[src/rtl/pc_branch_unit.sv]
// ---------------------------------------------------------------------------
// pc_branch_unit
// Program-counter register and next-PC sequencer for the MIPS fetch stage.
// Forms PC+4, branch, J/JAL and JR targets, and enforces the single
// branch-delay slot: an accepted redirect first fetches pc+4 (the delay
// slot), then the stored target on the following edge.
// ---------------------------------------------------------------------------
module pc_branch_unit #(
    parameter logic [31:0] RESET_PC = 32'h0000_0000,
    parameter int unsigned WIDTH    = 32
) (
    input  logic             clk,
    input  logic             reset,
    input  logic             stall,
    input  logic             branch_taken,
    input  logic [WIDTH-1:0] branch_offset,
    input  logic             jump,
    input  logic [25:0]      jump_index,
    input  logic             jr,
    input  logic [WIDTH-1:0] jr_addr,
    output logic [WIDTH-1:0] pc,
    output logic [WIDTH-1:0] pc_plus4,
    output logic             in_delay_slot,
    output logic             addr_error
);

    typedef enum logic {
        SEQ   = 1'b0,
        DELAY = 1'b1
    } state_t;

    state_t           r_state;
    state_t           w_next_state;
    logic [WIDTH-1:0] r_pc;
    logic [WIDTH-1:0] r_pending_target;
    logic             r_addr_error;

    logic [WIDTH-1:0] w_pc_plus4;
    logic [WIDTH-1:0] w_branch_target;
    logic [WIDTH-1:0] w_jump_target;
    logic [WIDTH-1:0] w_jr_target;
    logic [WIDTH-1:0] w_sel_target;
    logic [WIDTH-1:0] w_next_pc;
    logic             w_redirect;
    logic             w_accept;
    logic             w_jr_misaligned;

    // Target arithmetic is modulo 2^32; wrap-around is intentional.
    assign w_pc_plus4      = r_pc + 32'd4;
    assign w_branch_target = w_pc_plus4 + branch_offset;
    assign w_jump_target   = {w_pc_plus4[WIDTH-1:WIDTH-4], jump_index, 2'b00};
    // A misaligned JR still redirects, to the word containing jr_addr.
    assign w_jr_target     = {jr_addr[WIDTH-1:2], 2'b00};
    assign w_redirect      = jr | jump | branch_taken;
    assign w_jr_misaligned = (jr_addr[1:0] != 2'b00);

    // Redirect source priority: jr over jump over branch_taken.
    always_comb begin
        // NOTE: every comb output gets a default first so no path can infer a latch.
        w_sel_target = w_branch_target;
        if (jr) begin
            w_sel_target = w_jr_target;
        end else if (jump) begin
            w_sel_target = w_jump_target;
        end
    end

    // Sequencer state register.
    always_ff @(posedge clk or posedge reset) begin
        if (reset) begin
            // NOTE: sequential state uses non-blocking assignments so every
            // register samples the pre-edge values of its peers.
            r_state <= SEQ;
        end else begin
            r_state <= w_next_state;
        end
    end

    // Sequencer next state: a redirect in SEQ opens the delay slot; DELAY always
    // returns to SEQ; a stall freezes the sequencer.
    always_comb begin
        w_next_state = r_state;
        if (!stall) begin
            case (r_state)
                SEQ:     if (w_redirect) w_next_state = DELAY;
                DELAY:   w_next_state = SEQ;
                default: w_next_state = SEQ;
            endcase
        end
    end

    // Sequencer outputs: delay-slot flag, redirect acceptance and next fetch address.
    always_comb begin
        in_delay_slot = (r_state == DELAY);
        w_accept      = 1'b0;
        w_next_pc     = r_pc;
        if (!stall) begin
            if (r_state == DELAY) begin
                w_next_pc = r_pending_target;
            end else begin
                w_accept  = w_redirect;
                w_next_pc = w_pc_plus4;
            end
        end
    end

    // PC, pending target and sticky JR alignment error.
    always_ff @(posedge clk or posedge reset) begin
        if (reset) begin
            r_pc             <= RESET_PC;
            r_pending_target <= '0;
            r_addr_error     <= 1'b0;
        end else begin
            r_pc <= w_next_pc;
            if (w_accept) begin
                r_pending_target <= w_sel_target;
            end
            if (w_accept && jr && w_jr_misaligned) begin
                r_addr_error <= 1'b1;
            end
        end
    end

    assign pc         = r_pc;
    assign pc_plus4   = w_pc_plus4;
    assign addr_error = r_addr_error;

endmodule

[config.mk]
export PLATFORM = sky130hd
export DESIGN_NAME = pc_branch_unit
export DESIGN_NICKNAME = d
export VERILOG_FILES = /design/src/rtl/pc_branch_unit.sv
export SDC_FILE = /design/constraint.sdc
export NUM_CORES = 1
export LEC_CHECK = 0
export CAP_MARGIN = 30
export CORE_MARGIN = 3
export CORE_UTILIZATION = 55
export CTS_CLUSTER_SIZE = 30
export DETAILED_ROUTE_END_ITERATION = 10
export DONT_BUFFER_PORTS = 1
export PLACE_DENSITY = 0.7
export SKIP_CTS_REPAIR_TIMING = 1
export SLEW_MARGIN = 25
export SYNTH_ARGS = -nofsm -noshare
export SYNTH_HDL_FRONTEND = slang
export SYNTH_SLANG_ARGS = --single-unit
export TNS_END_PERCENT = 20
[constraint.sdc]
create_clock -name clk -period 5 [get_ports clk]
set_clock_uncertainty 0.2 [all_clocks]
set_input_delay 0.75 -clock clk [delete_from_list [all_inputs] [get_ports clk]]
set_output_delay 0.75 -clock clk [all_outputs]
set_load 0.03 [all_outputs]
==> summary.txt <==
simple-gate share of the synthesized area = 0.1875
Fillers = 939
nature of the critical path startpoint = flip-flop
cell area after synthesis = 5704 um^2
crit end category = flip-flop
asr flop ratio synth = 1.000
r2r setup slk = 0.63 ns
row cnt = 36
Routed met2 length = 8344 um
worst-margin pin slew = 0.9611 ns
share of layout cells above drive strength 1 = 0.1193
Routed WL = 17930 um
wire length on met3 = 1673 um
xor/xnor share of the synthesized area = 0.09498
Finished Cell Area = 6161 um^2
Final Cycle Share = 0.8750
syn_nets = 819
DR top layer = met4
compound-gate portion of the synthesized area = 0.2595
final setup fails = 0
Hold Vio Cnt, Final = 0
Pwr Density = 593.7 nW/um^2
port bufs = 0
Mapped Avg Cell Area = 8.352 um^2
min-delay worst type = input pin to asynchronous set/reset pin
type of the worst setup path = flip-flop to flip-flop
P_sw = 0.001878 W
Crit path required time = 5.08 ns
# IOs = 162
sw frac = 0.5134
Inserted Clock Buffers = 9
CTS tree = done
RSZ-0062 raised after global routing = no
DR vias = 5292
antenna violations before repair = 0
Reg clk slew, reported paths = 0.09 ns
max_cap viols = 0
mux contribution to synthesized area = 0.03378
Die Ht = 107.8 um
Starting Density = 0.5756
crit-path max FO = 7
drt drc = 0
Internal = 0.001780 W
synth unique cells = 68
worst skew pair latency = 0.35 ns
largest family of logic cells by synthesized area = compound AO/OA/AOI/OAI gates
min Tclk post-route = 4.375 ns
GP Congestion = 0.9380
Rel. slew slack = 0.3569
CTS root buf = clkbuf_8
Vias/cell = 6.384
Main synth FF type = dfrtp_1
hpwl dp = 13210 um
area share of fa/ha/maj cells after synthesis = 0.08905
H-tree depth = 3
Syn-to-layout area delta = 8.006%
register share of total power = 0.298
die width = 107.8 um
CP arrival = 4.45 ns
Final #Nets = 827
Slew Limit Fails = 0
global-route wire length before repair = 27780 um
Bufs on Longest Clock Path = 2
DRT antenna net count = 0
Metal-1 WL = 7521 um
Yosys reg bits = 66
Ys Warns = 0
total leakage power = 2.738 nW
die footprint = 11630 um^2
fmax = 228.6 MHz
largest net degree at the start of global routing = 66
antenna cells = 0
VDD IR max = 0.0002673 V
Core ar. = 9910 um^2
placement-stage cell area = 5938 um^2
post-synthesis sequential area ratio = 0.2895
TritonRoute pass-1 iters = 5
routed length per instance = 21.63 um
Total GRT Usage = 0.3097
Clk pwr share = 0.145
TNS Setup = 0 ns
vias in the first global route = 5245
Logic pwr share = 0.556
total global routing overflow = 0
Detailed Route Iter0 Violations = 445
status = completed
Clock Sinks = 66
Mapped Cells = 683
number of synthesized flops with an enable pin = 0
## path summary, 6_finish.rpt
kind,from,to,cells past startpoint
setup / recovery,pc[6],r_pending_target[30],15
hold / removal,reset,pc[0],1
setup reg to reg,pc[6],r_pending_target[30],15
hold reg to reg,r_pending_target[0],r_pending_target[0],2
max in group asynchronous,reset,r_pending_target[17],2
min in group clk,r_pending_target[0],r_pending_target[0],2
## power by group through the flow
stage / logic, W / clock network [W] / registers, W
6_report: 0.00203 / 0.000532 / 0.00109
5_1_grt: 0.00222 / 0.000551 / 0.00112
3_5_place_dp: 0.00200 / 0 / 0.00110
3_3_place_gp: 0.00197 / 0 / 0.00109
4_1_cts: 0.00201 / 0.000533 / 0.00109
2_1_floorplan: 0.00151 / 0 / 0.00108
## cells in the mapped netlist, types with 3 or more instances
cell type,n,area [um^2]
or2_2,6,37.54
a21o_1,19,142.6
a211oi_1,5,37.54
xnor2_1,33,289.0
ha_1,39,488.0
clkbuf_1,26,97.59
o22ai_1,6,37.54
a211o_1,4,35.03
o21bai_1,3,22.52
a221oi_1,7,61.31
buf_2,5,25.02
o21ai_1,3,15.01
mux2i_1,17,170.2
or3_1,8,50.05
a22oi_1,5,37.54
and4_1,4,35.03
nor2b_1,6,37.54
inv_1,8,30.03
nand4_1,8,50.05
a21boi_0,3,22.52
a31oi_1,6,37.54
o21ai_0,90,450.4
nand3_1,20,100.1
nor3_1,12,60.06
buf_4,4,30.03
a21oi_1,62,310.3
nand2_1,62,232.7
and2_1,8,50.05
clkbuf_8,3,41.29
o32ai_1,3,26.28
xor2_1,22,192.7
nor2_1,43,161.4
o21a_1,4,30.03
o221ai_1,3,26.28
and3_1,14,87.58
o211ai_1,6,45.04
dfrtp_1,66,1652
## cells in the final DEF (no fill, tap or decap), types with 6 or more instances in the layout
| cell | Yosys | final |
|---|---|---|
| o21ai_0 | 90 | 89 |
| dfrtp_1 | 66 | 65 |
| nand2_1 | 62 | 62 |
| a21oi_1 | 62 | 62 |
| nor2_1 | 43 | 43 |
| ha_1 | 39 | 39 |
| buf_4 | 4 | 39 |
| xnor2_1 | 33 | 33 |
| xor2_1 | 22 | 22 |
| nand3_1 | 20 | 20 |
| a21o_1 | 19 | 19 |
| mux2i_1 | 17 | 17 |
| and3_1 | 14 | 14 |
| nor3_1 | 12 | 12 |
| clkbuf_8 | 3 | 9 |
| nand4_1 | 8 | 8 |
| and2_1 | 8 | 8 |
| or3_1 | 8 | 8 |
| inv_1 | 8 | 7 |
| a221oi_1 | 7 | 7 |
| nor2b_1 | 6 | 6 |
| a31oi_1 | 6 | 6 |
| or2_2 | 6 | 6 |
| o211ai_1 | 6 | 6 |
| o22ai_1 | 6 | 6 |
## worst max-delay path, cell delays in order, from the launching register on
cell     delay [ns]
dfrtp_1        0.64
nand4_1        0.31
nor2_1         0.32
and2_1         0.33
nand2_1        0.11
xnor2_1        0.16
buf_4          0.20
ha_1           0.41
nand4_1        0.14
or2_2          0.30
or2_2          0.27
o32ai_1        0.32
o32ai_1        0.16
xnor2_1        0.22
nor2_1         0.07
o21ai_1        0.13
## cell families (layout without fill, tap and decap cells)
logic type	count (synthesis)	in the layout
buffers and inverters	50	63
xor gates and xnor gates	58	58
adders and majority gates	40	40
and+or+nand+nor	207	207
muxes	19	19
DFF	66	66
AOI/OAI and AO/OA	243	243
## layout make-up
cell class | count | area, um^2 | area share
Timing Repair Buffer | 39 | 292.8 | 0.04752
Clock buffer | 9 | 123.9 | 0.02011
Clock inverter | 7 | 98.84 | 0.01604
Tap cell | 133 | 166.4 | 0.02701
Multi-Input combinational cell | 567 | 3796 | 0.6162
Sequential cell | 66 | 1653 | 0.2683
Inverter | 8 | 30.03 | 0.004874
## sequential cells by signal (all words and copies together) (netlist names)
| name | cells |
|---|---|
| pc | 32 |
| r_pending_target | 32 |
| addr_error | 1 |
| in_delay_slot | 1 |
## layer usage
metal / up-vias / track usage
li1: 2517 / -
met1: 2502 / 0.4001
met5: - / 0
met2: 240 / 0.5102
met4: 0 / 0.09919
met3: 33 / 0.07499
## stage by stage
stage                     hold WS, ns  total power [W]  setup slack [ns]  std cells    util
after floorplan                0.2331         0.002584            0.4683        683       -
after global placement         0.2467         0.003058            0.8066        812  0.5985
after detailed placement       0.2617         0.003099            0.6777        813  0.5992
after CTS                      0.2263         0.003636            0.6435        829  0.6217
after global routing           0.2535         0.003893            0.3019        829  0.6217
final                          0.1998         0.003658            0.6252        829  0.6217
Power figures use the tool's default switching activity.
